===== config.mk =====
export PLATFORM = sky130hd
export DESIGN_NAME = game_timer_ctrl_flat
export DESIGN_NICKNAME = d
export VERILOG_FILES = /design/src/rtl/game_timer_ctrl_pkg.sv /design/src/rtl/game_timer_ctrl_if.sv /design/src/rtl/game_timer_ctrl_bcd_hms_counter.sv /design/src/rtl/game_timer_ctrl.sv /design/src/flat_wrapper.sv
export SDC_FILE = /design/constraint.sdc
export NUM_CORES = 1
export LEC_CHECK = 0
export ABC_AREA = 1
export BUFFER_PORTS_ARGS = -buffer_cell sky130_fd_sc_hd__buf_2
export CORE_ASPECT_RATIO = 1.1
export CORE_MARGIN = 2
export CORE_UTILIZATION = 50
export CTS_CLUSTER_DIAMETER = 80
export CTS_CLUSTER_SIZE = 40
export DETAILED_ROUTE_END_ITERATION = 12
export PLACE_DENSITY = 0.7
export SLEW_MARGIN = 15
export SYNTH_ARGS = -nofsm -noshare
export SYNTH_HDL_FRONTEND = slang
export SYNTH_HIERARCHICAL = 1
export SYNTH_SLANG_ARGS = --single-unit

===== constraint.sdc =====
create_clock -name clk -period 2.48 [get_ports clk]
set_input_delay 0.496 -clock clk [delete_from_list [all_inputs] [get_ports clk]]
set_output_delay 0.496 -clock clk [all_outputs]
set_load 0.03 [all_outputs]

===== src/rtl/game_timer_ctrl_pkg.sv =====
// Shared definitions for the game timer controller: FSM state encoding,
// BCD time limits and the HH:MM:SS BCD increment helper.
package game_timer_ctrl_pkg;

    typedef enum logic [1:0] {
        ST_IDLE   = 2'd0,
        ST_RUN    = 2'd1,
        ST_PAUSED = 2'd2,
        ST_DONE   = 2'd3
    } timer_state_t;

    localparam logic [23:0] TIME_MAX_BCD    = 24'h995959;
    localparam logic [3:0]  BCD_LIMIT_UNITS = 4'd9;
    localparam logic [3:0]  BCD_LIMIT_TENS  = 4'd5;

    // Digit order is sec_1s(0), sec_10s(1), min_1s(2), min_10s(3), hr_1s(4), hr_10s(5).
    // The tens-of-seconds and tens-of-minutes digits roll over at 5.
    function automatic logic [3:0] digit_limit(input int idx);
        return ((idx == 1) || (idx == 3)) ? BCD_LIMIT_TENS : BCD_LIMIT_UNITS;
    endfunction

    // Ripple-carry increment of a packed HH:MM:SS BCD value.
    // The caller keeps the value below TIME_MAX_BCD, so hr_10s never passes 9.
    function automatic logic [23:0] bcd_hms_inc(input logic [23:0] t);
        logic [23:0] r;
        logic        carry;
        r     = t;
        carry = 1'b1;
        for (int i = 0; i < 6; i++) begin
            if (carry) begin
                if (r[4*i +: 4] == digit_limit(i)) begin
                    r[4*i +: 4] = 4'd0;
                end else begin
                    r[4*i +: 4] = r[4*i +: 4] + 4'd1;
                    carry       = 1'b0;
                end
            end
        end
        return r;
    endfunction

endpackage


===== src/rtl/game_timer_ctrl_if.sv =====
// Bundle between game logic (master) and the timer controller (slave):
// run-control events in, live/best BCD time and status flags out.
interface game_timer_ctrl_if;
    logic       start;
    logic       stop;
    logic       clear;
    logic       pause_sw;
    logic [3:0] sec_1s, sec_10s, min_1s, min_10s, hr_1s, hr_10s;
    logic [3:0] best_sec_1s, best_sec_10s, best_min_1s, best_min_10s, best_hr_1s, best_hr_10s;
    logic       best_valid;
    logic       new_best;
    logic       running;
    logic       tick_1Hz;
    logic       overflow;

    modport master (
        output start, stop, clear, pause_sw,
        input  sec_1s, sec_10s, min_1s, min_10s, hr_1s, hr_10s,
        input  best_sec_1s, best_sec_10s, best_min_1s, best_min_10s, best_hr_1s, best_hr_10s,
        input  best_valid, new_best, running, tick_1Hz, overflow
    );

    modport slave (
        input  start, stop, clear, pause_sw,
        output sec_1s, sec_10s, min_1s, min_10s, hr_1s, hr_10s,
        output best_sec_1s, best_sec_10s, best_min_1s, best_min_10s, best_hr_1s, best_hr_10s,
        output best_valid, new_best, running, tick_1Hz, overflow
    );
endinterface


===== src/rtl/game_timer_ctrl_bcd_hms_counter.sv =====
// Six-digit BCD HH:MM:SS register. Clear wins over increment; an increment
// at 99:59:59 leaves the value unchanged (the owner flags overflow).
module bcd_hms_counter
    import game_timer_ctrl_pkg::*;
(
    input  logic        clk,
    input  logic        reset,
    input  logic        clr,
    input  logic        inc,
    output logic [23:0] time_bcd,
    output logic        at_max
);

    logic [23:0] time_q;

    // Time register: only written on clear or a non-saturated increment.
    always_ff @(posedge clk or posedge reset) begin
        if (reset) begin
            time_q <= 24'h000000;
        end else if (clr) begin
            time_q <= 24'h000000;
        end else if (inc && !at_max) begin
            time_q <= bcd_hms_inc(time_q);
        end
    end

    assign time_bcd = time_q;
    assign at_max   = (time_q == TIME_MAX_BCD);

endmodule


===== src/rtl/game_timer_ctrl.sv =====
// Game timer sequencer: run/pause/stop FSM, 1 Hz prescaler, live time
// counter and best (lowest) completed time tracking.
module game_timer_ctrl
    import game_timer_ctrl_pkg::*;
#(
    parameter int TICK_DIV = 100_000_000
) (
    input  logic              clk,
    input  logic              reset,
    game_timer_ctrl_if.slave  bus
);

    localparam int            PW       = $clog2(TICK_DIV);
    localparam logic [PW-1:0] PRE_LAST = PW'(TICK_DIV - 1);

    timer_state_t  state;
    logic [PW-1:0] presc;
    logic [23:0]   live_bcd;
    logic [23:0]   best_bcd;
    logic          at_max;
    logic          wrap;
    logic          start_accept;
    logic          stop_accept;
    logic          cnt_clr;
    logic          cnt_inc;
    logic          best_take;
    logic          tick_q;
    logic          new_best_q;
    logic          running_q;
    logic          overflow_q;
    logic          best_valid_q;

    // Event decode: clear beats stop beats start; a stop on a wrap cycle suppresses the increment.
    always_comb begin
        wrap         = (presc == PRE_LAST);
        start_accept = !bus.clear && bus.start && ((state == ST_IDLE) || (state == ST_DONE));
        stop_accept  = !bus.clear && bus.stop && ((state == ST_RUN) || (state == ST_PAUSED));
        cnt_clr      = bus.clear || start_accept;
        cnt_inc      = (state == ST_RUN) && !bus.clear && !bus.stop && wrap;
        best_take    = !overflow_q && (!best_valid_q || (live_bcd < best_bcd));
    end

    bcd_hms_counter u_counter (
        .clk      (clk),
        .reset    (reset),
        .clr      (cnt_clr),
        .inc      (cnt_inc),
        .time_bcd (live_bcd),
        .at_max   (at_max)
    );

    // FSM with prescaler, status flags and best-time capture on entry to DONE.
    always_ff @(posedge clk or posedge reset) begin
        if (reset) begin
            state        <= ST_IDLE;
            presc        <= '0;
            tick_q       <= 1'b0;
            new_best_q   <= 1'b0;
            running_q    <= 1'b0;
            overflow_q   <= 1'b0;
            best_valid_q <= 1'b0;
            best_bcd     <= 24'h000000;
        end else begin
            tick_q     <= 1'b0;
            new_best_q <= 1'b0;
            if (bus.clear) begin
                state      <= ST_IDLE;
                presc      <= '0;
                overflow_q <= 1'b0;
                running_q  <= 1'b0;
            end else if (stop_accept) begin
                state     <= ST_DONE;
                running_q <= 1'b0;
                if (best_take) begin
                    best_bcd     <= live_bcd;
                    best_valid_q <= 1'b1;
                    new_best_q   <= 1'b1;
                end
            end else if (start_accept) begin
                state      <= ST_RUN;
                presc      <= '0;
                overflow_q <= 1'b0;
                running_q  <= 1'b1;
            end else begin
                case (state)
                    ST_RUN: begin
                        presc  <= wrap ? '0 : presc + PW'(1);
                        tick_q <= wrap;
                        if (wrap && at_max) begin
                            overflow_q <= 1'b1;
                        end
                        if (bus.pause_sw) begin
                            state     <= ST_PAUSED;
                            running_q <= 1'b0;
                        end
                    end
                    ST_PAUSED: begin
                        if (!bus.pause_sw) begin
                            state     <= ST_RUN;
                            running_q <= 1'b1;
                        end
                    end
                    default: begin
                    end
                endcase
            end
        end
    end

    assign {bus.hr_10s, bus.hr_1s, bus.min_10s, bus.min_1s, bus.sec_10s, bus.sec_1s} = live_bcd;
    assign {bus.best_hr_10s, bus.best_hr_1s, bus.best_min_10s, bus.best_min_1s,
            bus.best_sec_10s, bus.best_sec_1s} = best_bcd;
    assign bus.best_valid = best_valid_q;
    assign bus.new_best   = new_best_q;
    assign bus.running    = running_q;
    assign bus.tick_1Hz   = tick_q;
    assign bus.overflow   = overflow_q;

endmodule


===== src/flat_wrapper.sv =====
// flat-port wrapper written by rule: the top's interface ports become plain ports
module game_timer_ctrl_flat import game_timer_ctrl_pkg::*;
#(
    parameter int TICK_DIV = 100_000_000
)
  (clk, reset, bus_start, bus_stop, bus_clear, bus_pause_sw, bus_sec_1s, bus_sec_10s, bus_min_1s, bus_min_10s, bus_hr_1s, bus_hr_10s, bus_best_sec_1s, bus_best_sec_10s, bus_best_min_1s, bus_best_min_10s, bus_best_hr_1s, bus_best_hr_10s, bus_best_valid, bus_new_best, bus_running, bus_tick_1Hz, bus_overflow);
  game_timer_ctrl_if bus_i ();
  input  logic clk;
  input  logic reset;
  input wire logic [$bits(bus_i.start)-1:0] bus_start;
  input wire logic [$bits(bus_i.stop)-1:0] bus_stop;
  input wire logic [$bits(bus_i.clear)-1:0] bus_clear;
  input wire logic [$bits(bus_i.pause_sw)-1:0] bus_pause_sw;
  output wire logic [$bits(bus_i.sec_1s)-1:0] bus_sec_1s;
  output wire logic [$bits(bus_i.sec_10s)-1:0] bus_sec_10s;
  output wire logic [$bits(bus_i.min_1s)-1:0] bus_min_1s;
  output wire logic [$bits(bus_i.min_10s)-1:0] bus_min_10s;
  output wire logic [$bits(bus_i.hr_1s)-1:0] bus_hr_1s;
  output wire logic [$bits(bus_i.hr_10s)-1:0] bus_hr_10s;
  output wire logic [$bits(bus_i.best_sec_1s)-1:0] bus_best_sec_1s;
  output wire logic [$bits(bus_i.best_sec_10s)-1:0] bus_best_sec_10s;
  output wire logic [$bits(bus_i.best_min_1s)-1:0] bus_best_min_1s;
  output wire logic [$bits(bus_i.best_min_10s)-1:0] bus_best_min_10s;
  output wire logic [$bits(bus_i.best_hr_1s)-1:0] bus_best_hr_1s;
  output wire logic [$bits(bus_i.best_hr_10s)-1:0] bus_best_hr_10s;
  output wire logic [$bits(bus_i.best_valid)-1:0] bus_best_valid;
  output wire logic [$bits(bus_i.new_best)-1:0] bus_new_best;
  output wire logic [$bits(bus_i.running)-1:0] bus_running;
  output wire logic [$bits(bus_i.tick_1Hz)-1:0] bus_tick_1Hz;
  output wire logic [$bits(bus_i.overflow)-1:0] bus_overflow;
  assign bus_i.start = bus_start;
  assign bus_i.stop = bus_stop;
  assign bus_i.clear = bus_clear;
  assign bus_i.pause_sw = bus_pause_sw;
  assign bus_sec_1s = bus_i.sec_1s;
  assign bus_sec_10s = bus_i.sec_10s;
  assign bus_min_1s = bus_i.min_1s;
  assign bus_min_10s = bus_i.min_10s;
  assign bus_hr_1s = bus_i.hr_1s;
  assign bus_hr_10s = bus_i.hr_10s;
  assign bus_best_sec_1s = bus_i.best_sec_1s;
  assign bus_best_sec_10s = bus_i.best_sec_10s;
  assign bus_best_min_1s = bus_i.best_min_1s;
  assign bus_best_min_10s = bus_i.best_min_10s;
  assign bus_best_hr_1s = bus_i.best_hr_1s;
  assign bus_best_hr_10s = bus_i.best_hr_10s;
  assign bus_best_valid = bus_i.best_valid;
  assign bus_new_best = bus_i.new_best;
  assign bus_running = bus_i.running;
  assign bus_tick_1Hz = bus_i.tick_1Hz;
  assign bus_overflow = bus_i.overflow;
  game_timer_ctrl #(.TICK_DIV(TICK_DIV)) u_core (.clk(clk), .reset(reset), .bus(bus_i));
endmodule

==> flow_metrics.tcl, run 1 <==
set metrics [dict create \
    status "complete, no violations" \
    synth_edf_count 0 \
    drc 0 \
    first_pass_iters 5 \
    portBuffers 58 \
    drt_iter0_drc 256 \
    tightestPinTransition_ps 505 \
    grt-ovfl-total 0 \
    finalSetupViolCount 0 \
    start_util 0.515 \
    maxSlewHeadroom 0.663 \
    regToRegSetupSlack_ps 280 \
    grt_max_degree 45 \
    ys_seq_area_frac 0.401 \
    fin_crit_ps 2200 \
    postSynthCellCount 672 \
    yosys.area.top_type "dfrtp_1" \
    viasPerCell 5.14 \
    synth_cell_types 36 \
    async_flop_share 1.00 \
    max-cap-violations 0 \
    yosys_warnings 6 \
    power_leakage_nw 3.21 \
    crit_type "reg2reg" \
    drive_above_1_share 0.174 \
    routabilityCongestion 0.902 \
    grtUsageTotal 0.220 \
    hold_viol 0 \
    crit_path_end_kind "flop" \
    drt-total-wl_um 11500 \
    root_buffer "clkbuf_8" \
    syn-num-nets 716 \
    synth.most_common_cell "nand2_1" \
    cts_made_buffers 9 \
    cp_max_fo 27 \
    syn_to_final_growth_pct 15.0 \
    die_x_um 101 \
    die_y_um 110 \
    ios 59 \
    cts.htree.levels 3 \
    synth.avg_cell_area_um2 7.62 \
    core_area_um2 9940 \
    r2r_cells 11 \
    cp.arrival_ps 2510 \
    post-dp-hpwl_um 8610 \
    clock.fmax_mhz 454 \
    finalPower_mw 5.75 \
    setup_tns_ps 0 \
    grt_pass1_vias 4156 \
    netlist.area_leader.share 0.401 \
    post-cts-setup-buffers 0 \
    cts_buffer_depth 2 \
    finalCritPeriodShare 0.888 \
    insertedDiodeCount 0 \
    synth-main-ff-cell "dfrtp_1" \
    syn_area_um2 5120 \
    powerDensity_nw_per_um2 976 \
    dieArea_um2 11100 \
    slew_viol_final 0 \
    r2r-end "u_core/u_counter/time_bcd[11]" \
    cp-start-kind "flop" \
    r2r_start "u_core/state[0]" \
    peakVddDrop_mv 0.586 \
    finClkSkew_ps 10.7 \
    ys_top_cells_by_area "dfrtp_1 40%, nand2_1 14%, ha_1 9.3%, nand3_1 7.5%, inv_1 6.4%" \
    cts_sinks 82 \
    antenna_found_initial 0 \
    clk_pin_slew_worst_paths_ps 80 \
    synth_seq_cells 82 \
    clk_latency_ps 370 \
    tritoncts "done" \
    rsz0062_at_grt "no" \
    synth_common_cells "188 x nand2_1, 87 x inv_1, 82 x dfrtp_1, 77 x nand3_1, 74 x nor2_1" \
    num_rows 38 \
    hold_class "in2async" \
    grt_pass1_wl_um 19100 \
    drtAntennaViolNets 0 \
    dr_total_vias 4520 \
    layout.nets 799 \
    required_ps 2790 \
    wl_per_cell_um 13.0 \
]
[how the worst max path moves through the flow]
stage / end / slack [ps] / start / cells past startpoint
floorplan: u_core/best_bcd[14] / 500 / u_core/best_bcd[23] / 12
global placement: u_core/u_counter/time_bcd[18] / 330 / u_core/presc[0] / 12
detailed placement: u_core/u_counter/time_bcd[15] / 220 / u_core/presc[0] / 12
CTS: u_core/u_counter/time_bcd[12] / 210 / u_core/presc[0] / 12
global route: u_core/u_counter/time_bcd[11] / 40 / u_core/state[0] / 11
finish: u_core/u_counter/time_bcd[11] / 280 / u_core/state[0] / 11
[final cells by class]
| cell class | instances | area, um2 |
|---|---|---|
| Inverter | 89 | 337 |
| Fill cell | 906 | 4050 |
| Sequential cell | 82 | 2050 |
| Clock buffer | 14 | 163 |
| Timing Repair Buffer | 84 | 510 |
| Tap cell | 120 | 150 |
| Multi-Input combinational cell | 489 | 2650 |
| Clock inverter | 2 | 35.0 |
[where the power goes]
| part | switching [mW] | leakage (nW) | internal, mW |
|---|---|---|---|
| clock network | 0.476 | 0.101 | 0.521 |
| logic | 2.07 | 2.00 | 0.922 |
| registers | 0.186 | 1.12 | 1.58 |
| total | 2.73 | 3.21 | 3.02 |
[sequential cells by signal (all words and copies together) (netlist names)]
register,flops
u_core/bus.new_best,1
u_core/bus.running,1
u_core/best_bcd,24
u_core/state,2
u_core/u_counter/time_bcd,24
u_core/bus.overflow,1
u_core/bus.tick_1Hz,1
u_core/bus.best_valid,1
u_core/presc,27
[layer usage]
layer,global-route usage,vias up,part of all wire
li1,-,2304,-
met1,0.271,2110,0.43
met2,0.378,89,0.51
met3,0.0284,17,0.034
met4,0.113,0,0.026
met5,0,-,0
[logic make-up (layout without fill, tap and decap cells)]
family	count (synthesis)	count (layout)	synth area share
DFF	82	82	0.401
buffers and inverters	101	189	0.0840
adders and majority gates	38	38	0.0928
and+or+nand+nor	397	397	0.351
AOI/OAI and AO/OA	34	34	0.0379
xor gates and xnor gates	20	20	0.0342
[per-stage QoR]
step | utilization | hold slack (ps) | std cells | setup WS, ps | area (um2)
floorplan | - | 478 | 672 | 496 | 5120
global placement | 0.573 | 473 | 864 | 334 | 5690
detailed placement | 0.573 | 476 | 864 | 225 | 5690
CTS | 0.592 | 105 | 880 | 207 | 5890
global route | 0.593 | 133 | 880 | 41.8 | 5890
finish | 0.593 | 103 | 880 | 278 | 5890
[placed cells by master (no fill, tap or decap), types with 6 or more instances in the layout]
cell      Yosys  final
nand2_1     188    188
inv_1        87     86
nor2_1       74     74
ha_1         38     38
xnor2_1       7      7
a21oi_1      17     17
nand3_1      77     77
xor2_1       13     13
clkbuf_8      0     11
o21ai_0       9      9
nand4_1       7      7
nor3_1       10      9
nor2_2        7      7
dfrtp_1      82     82
buf_2         3     58
buf_4         2     24
nand2_2       6      6
[critical path, stage by stage, from the launching register on]
cell	delay (ps)
dfrtp_1	350
inv_1	60
ha_1	310
nand2_1	80
nor2_2	60
nor2_4	170
inv_1	120
inv_1	380
nand2_4	270
nand2_1	210
nand2_1	70
nand2_1	60
[timing repair]
action / 4_1_cts / 5_1_grt
resized for setup: 0 / 1
setup endpoints to repair: 0 / 20
hold buffers: 0 / 0
No activity file was read; power rests on OpenSTA's default activity.
==> run 2: changes to the inputs <==
--- a/config.mk
+++ b/config.mk
@@ -8,7 +8,6 @@
 export ABC_AREA = 1
 export BUFFER_PORTS_ARGS = -buffer_cell sky130_fd_sc_hd__buf_2
 export CORE_ASPECT_RATIO = 1.1
-export CORE_MARGIN = 2
 export CORE_UTILIZATION = 50
 export CTS_CLUSTER_DIAMETER = 80
 export CTS_CLUSTER_SIZE = 40
@@ -17,5 +16,4 @@
 export SLEW_MARGIN = 15
 export SYNTH_ARGS = -nofsm -noshare
 export SYNTH_HDL_FRONTEND = slang
-export SYNTH_HIERARCHICAL = 1
 export SYNTH_SLANG_ARGS = --single-unit
==> run 2 against run 1 <==
Compared with the run above:
- register-to-register slack better by 80 ps
- final area unchanged
- critical endpoint is now u_core.best_bcd[21]
- cell count up 2.8%
- count of clock-buffer cells in the layout unchanged
- largest cell class unchanged
- routed wire length up 3.7%
- worst hold slack better by 73 ps
- global-route usage up 1.3 points
- clock power down 6.0%
- core utilization down 0.56 points
- critical path type unchanged
- die area down 1.5%
- sequential power up 7%
==> flow_metrics.tcl, run 2 <==
set metrics [dict create \
    max-cap-violations 0 \
    finalCritPeriodShare 0.855 \
    hold_viol 0 \
    nFillCells 931 \
    dpl.cell_count 889 \
    synth_seq_cells 82 \
    post-dp-hpwl_um 8990 \
    largest-register "u_core.presc" \
    largest_register_ffs 27 \
    final_util 0.587 \
    synth.avg_cell_area_um2 7.57 \
    met1_usage 0.287 \
    maxSlewHeadroom 0.630 \
    synth_cell_types 33 \
    cts.htree.levels 3 \
    grt_max_degree 31 \
    crit_path_end_kind "flop" \
    postSynthCellCount 693 \
    dp_slack_ps 202 \
    synth-main-ff-cell "dfrtp_1" \
    layoutNonFillerInstCount 905 \
    finalPower_mw 5.73 \
    crit_type "reg2reg" \
    cp.arrival_ps 2370 \
    power_leakage_nw 3.08 \
    finClkSkew_ps 8.44 \
    antenna_found_initial 0 \
    ios 59 \
    dpl_cell_area_um2 5700 \
    die_y_um 109 \
    die_x_um 99.7 \
    yosys_warnings 0 \
    p_comb_frac 0.505 \
    dr_total_vias 4669 \
    status "complete, no violations" \
    cpPeakStageDelay_ps 470 \
    viasPerCell 5.16 \
    busiest_layer "met2" \
    p_clk_frac 0.164 \
    crit_path_top_delay_cell "dfrtp_1" \
    cp-start-kind "flop" \
    syn_area_um2 5250 \
    drt-total-wl_um 11900 \
    crit_buf_inv 1 \
    synth.most_common_cell "nand2_1" \
    rsz0062_at_grt "no" \
    first_pass_iters 5 \
    core_area_um2 10000 \
    met2_usage 0.413 \
    fin_ws_ps 359 \
    synth_edf_count 0 \
    drt_iter0_drc 187 \
    drive_above_1_share 0.166 \
    wl_per_cell_um 13.1 \
    cp_max_fo 24 \
    drc 0 \
    tightestPinTransition_ps 554 \
    peakVddDrop_mv 0.402 \
    final_cell_mix "202 x nand2_1, 82 x dfrtp_1, 80 x inv_1" \
    p_sw_mw 2.80 \
    ff_latch_area_um2 2050 \
    cp_top_family "simple AND/OR/NAND/NOR gates" \
    powerDensity_nw_per_um2 972 \
    fin_crit_ps 2120 \
    syn-num-nets 737 \
    routabilityCongestion 0.897 \
    cts_buffer_depth 2 \
    layout.nets 804 \
    ys_top_cells_by_area "dfrtp_1 39%, nand2_1 14%, ha_1 9.1%, nand3_1 7.1%, inv_1 5.8%" \
    p_seq_frac 0.331 \
    slew_viol_final 0 \
    num_rows 38 \
    switching_share 0.490 \
    internal_power_mw 2.92 \
    dieArea_um2 10900 \
    insertedDiodeCount 0 \
    tritoncts "done" \
    yosys.area.top_type "dfrtp_1" \
    grt.met3_usage 0.0229 \
    grt_pass1_wl_um 20200 \
    finalSetupViolCount 0 \
    grt-ovfl-total 0 \
    start_util 0.523 \
    ys_seq_area_frac 0.391 \
    grt_pass1_vias 4450 \
    grtUsageTotal 0.233 \
    clock.fmax_mhz 471 \
    syn_to_final_growth_pct 12.3 \
    multi_input_area_um2 2760 \
    hold_ws_ps 176 \
    hold_class "in2async" \
    synth_common_cells "202 x nand2_1, 82 x dfrtp_1, 81 x inv_1, 74 x nand3_1, 55 x nor2_1" \
    root_buffer "clkbuf_8" \
    cts_sinks 82 \
    post-route-cell-area_um2 5890 \
    clk_latency_ps 360 \
    async_flop_share 1.00 \
    required_ps 2730 \
    portBuffers 58 \
    setup_tns_ps 0 \
    worstPathCellList "ha_1, nand2_1, nor2_1, nand2_1, nor3_1, nand2_1, nand2_1, nand2_1, buf_4, nand3_1, nand2_1" \
    netlist.area_leader.share 0.391 \
    drtAntennaViolNets 0 \
    final_common_cell "nand2_1" \
    crit_top_cell "nand2_1" \
    clk_pin_slew_worst_paths_ps 90 \
    cts_made_buffers 9 \
]
run 2: cell types whose count changed in the layout (fill, tap and decap cells not counted), sizes merged, moves of 3 or more:
cell	previous run	this run
buf	84	71
nand2	198	215
nand3	80	77
xor2	13	7
nand4	7	15
nor3	14	40
nor3b	4	1
nand3b	4	0
o21ai	11	14
nor2	85	65
a21oi	18	15
run 2: cells by family (layout without fill, tap and decap cells):
logic type,Yosys count,after routing,synth area share
AO/OA/AOI/OAI,35,35,0.0365
XOR/XNOR,15,15,0.0250
adder cells (fa/ha/maj),38,38,0.0906
buffers and inverters,103,175,0.0840
flip-flops,82,82,0.391
AND/OR/NAND/NOR,420,420,0.373
run 2: per-layer routing:
layer / up-vias / share of wire
met5: - / 0
met4: 0 / 0.021
met3: 19 / 0.029
met2: 84 / 0.50
met1: 2193 / 0.45
li1: 2373 / -
run 2: worst reg2reg max path, cell delays in order (launching register included):
cell	delay, ps
dfrtp_1	470
ha_1	330
nand2_1	50
nor2_1	170
nand2_1	130
nor3_1	220
nand2_1	80
nand2_1	60
nand2_1	90
buf_4	240
nand3_1	110
nand2_1	60
run 2: cell type report:
class,instances,share of cell area
Clock buffer,14,0.0293
Clock inverter,2,0.00170
Inverter,88,0.0567
Multi-Input combinational cell,508,0.468
Sequential cell,82,0.348
Tap cell,140,0.0297
Timing Repair Buffer,71,0.0658
run 2: worst paths after layout:
kind,startpoint,end,slack [ps],cells past startpoint
setup / recovery,u_core.u_counter.time_bcd[22],u_core.best_bcd[21],360,11
hold / removal,reset,u_core.presc[3],180,2
setup reg to reg,u_core.u_counter.time_bcd[22],u_core.best_bcd[21],360,11
hold reg to reg,u_core.best_bcd[12],u_core.best_bcd[12],500,2
max in group asynchronous,reset,u_core.best_bcd[15],1680,3
min in group clk,u_core.best_bcd[12],u_core.best_bcd[12],500,2
run 2: repair_timing:
item,CTS,global route
setup buffers,0,0
hold buffers,0,0
resized for setup,0,1
setup endpoints to repair,0,19
run 2: power by group through the flow:
stage	Combinational [mW]	Clock, mW	Sequential, mW
4_1_cts	2.91	0.961	1.90
5_1_grt	3.28	1.00	1.95
2_1_floorplan	1.75	0	2.33
3_5_place_dp	2.90	0	1.93
3_3_place_gp	2.82	0	1.91
6_report	2.89	0.937	1.90
==> run 3: changes to the inputs <==
--- a/config.mk
+++ b/config.mk
@@ -8,6 +8,7 @@
 export ABC_AREA = 1
 export BUFFER_PORTS_ARGS = -buffer_cell sky130_fd_sc_hd__buf_2
 export CORE_ASPECT_RATIO = 1.1
+export CORE_MARGIN = 2
 export CORE_UTILIZATION = 50
 export CTS_CLUSTER_DIAMETER = 80
 export CTS_CLUSTER_SIZE = 40
==> run 3 against run 2 <==
Compared with the run above:
- via count up 0.49%
- critical endpoint is now u_core.best_bcd[12]
- non-clock buffer count down 3
- sequential share of layout area down 0.60 points
- count of clock-buffer cells in the layout down 3
- critical path type unchanged
- sequential cell count unchanged
- first-iteration DRC count up 19%
- maximum frequency down 4.9%
- clock power up 36%
- sequential power about the same
- largest power group unchanged
==> flow_metrics.tcl, run 3 (synthesis results as in run 2) <==
set metrics [dict create \
    status "complete, no violations" \
    drive_above_1_share 0.164 \
    slew_viol_final 0 \
    r2r-end "u_core.best_bcd[12]" \
    grt_max_degree 41 \
    wl_met2_um 5960 \
    num_rows 39 \
    drt_iter0_drc 223 \
    regToRegSetupSlack_ps 250 \
    ff_latch_area_um2 2050 \
    cp-start-kind "flop" \
    cts_made_buffers 9 \
    cts_sinks 82 \
    drtAntennaViolNets 0 \
    clk_pin_slew_worst_paths_ps 60 \
    p_clk_frac 0.210 \
    maxSlewHeadroom 0.606 \
    grt_pass1_vias 4509 \
    cts.htree.levels 3 \
    hold_class "in2async" \
    hold_viol 0 \
    max-cap-violations 0 \
    insertedDiodeCount 0 \
    wl_per_cell_um 13.1 \
    switching_share 0.473 \
    p_comb_frac 0.477 \
    r2r_start "u_core.u_counter.time_bcd[22]" \
    drt-total-wl_um 11800 \
    viasPerCell 5.18 \
    drc 0 \
    final_cell_mix "202 x nand2_1, 82 x dfrtp_1, 80 x inv_1" \
    nFillCells 940 \
    required_ps 2710 \
    r2r_cells 11 \
    layout.nets 801 \
    largest-register "u_core.presc" \
    root_buffer "clkbuf_16" \
    portBuffers 58 \
    peakVddDrop_mv 0.692 \
    fin_crit_ps 2230 \
    grtUsageTotal 0.223 \
    power_leakage_nw 3.12 \
    cp_top_family "simple AND/OR/NAND/NOR gates" \
    crit_type "reg2reg" \
    rsz0062_at_grt "no" \
    finClkSkew_ps 7.99 \
    grt-ovfl-total 0 \
    powerDensity_nw_per_um2 1010 \
    clock.fmax_mhz 448 \
    setup_tns_ps 0 \
    finalSetupViolCount 0 \
    dp_slack_ps 159 \
    cp.arrival_ps 2460 \
    crit_top_cell "nand2_1" \
    die_x_um 102 \
    start_util 0.509 \
    ios 59 \
    fin_ws_ps 250 \
    die_y_um 111 \
    cpPeakStageDelay_ps 470 \
    dr_total_vias 4692 \
    cp_max_fo 24 \
    core_area_um2 10300 \
    antenna_found_initial 0 \
    finalPower_mw 6.07 \
    crit_buf_inv 1 \
    worstPathCellList "ha_1, nand2_1, nor2_1, nand2_1, nor3_1, nand2_1, nand2_1, nand2_1, buf_4, nand3_1, nand2_1" \
    grt_pass1_wl_um 20600 \
    final_common_cell "nand2_1" \
    p_sw_mw 2.87 \
    top_layer "met4" \
    path_depth 11 \
    multi_input_area_um2 2760 \
    internal_power_mw 3.20 \
    dieArea_um2 11300 \
    crit_path_top_delay_cell "dfrtp_1" \
    post-cts-setup-buffers 0 \
    syn_to_final_growth_pct 14.3 \
    hold_ws_ps 213 \
    tritoncts "done" \
    largest_register_ffs 27 \
    met3_length_um 375 \
    wirelength_met1_um 5260 \
    routabilityCongestion 0.885 \
    post-dp-hpwl_um 8890 \
    hold_buffers 0 \
    crit_path_end_kind "flop" \
    finalCritPeriodShare 0.899 \
    cts_buffer_depth 2 \
    p_seq_frac 0.314 \
    clk_latency_ps 350 \
    first_pass_iters 5 \
    cts-resized-gates 0 \
    tightestPinTransition_ps 589 \
]
## run 3: cell count changes in the layout (fill, tap and decap cells not counted), sizes merged
cell | before | now
buf | 71 | 68
clkbuf | 14 | 11
clkinv | 2 | 5
## run 3: power by group through the flow
| stage | Combinational [mW] | Sequential [mW] | Clock, mW |
|---|---|---|---|
| 2_1_floorplan | 1.75 | 2.33 | 0 |
| 4_1_cts | 2.91 | 1.91 | 1.30 |
| 3_3_place_gp | 2.83 | 1.92 | 0 |
| 5_1_grt | 3.27 | 1.96 | 1.35 |
| 3_5_place_dp | 2.90 | 1.93 | 0 |
| 6_report | 2.89 | 1.90 | 1.27 |
## run 3: final cells by class
class / count / area share
clock inverters: 5 / 0.00480
flip-flops and latches: 82 / 0.342
clock buffers: 11 / 0.0422
multi-input cells: 508 / 0.460
well taps: 143 / 0.0298
inverters: 88 / 0.0557
repair buffers: 68 / 0.0651
## run 3: per-stage QoR
step	util	instances	cell area (um2)
after floorplan	-	693	5250
after global placement	0.554	889	5710
after detailed placement	0.554	889	5710
after CTS	0.582	905	5990
after global routing	0.582	905	5990
final	0.582	905	5990
## run 3: routing by layer
| layer | vias to the layer above | track usage |
|---|---|---|
| li1 | 2374 | - |
| met1 | 2209 | 0.285 |
| met2 | 90 | 0.376 |
| met3 | 19 | 0.0352 |
| met4 | 0 | 0.0847 |
| met5 | - | 0 |
## run 3: how the worst max path moves through the flow
stage                                       start             endpoint  slack (ps)
finish              u_core.u_counter.time_bcd[22]  u_core.best_bcd[12]         250
global route        u_core.u_counter.time_bcd[22]  u_core.best_bcd[10]          70
CTS                 u_core.u_counter.time_bcd[22]  u_core.best_bcd[21]         140
detailed placement  u_core.u_counter.time_bcd[22]  u_core.best_bcd[21]         160
global placement    u_core.u_counter.time_bcd[22]  u_core.best_bcd[20]         220
floorplan           u_core.u_counter.time_bcd[18]  u_core.best_bcd[10]         480
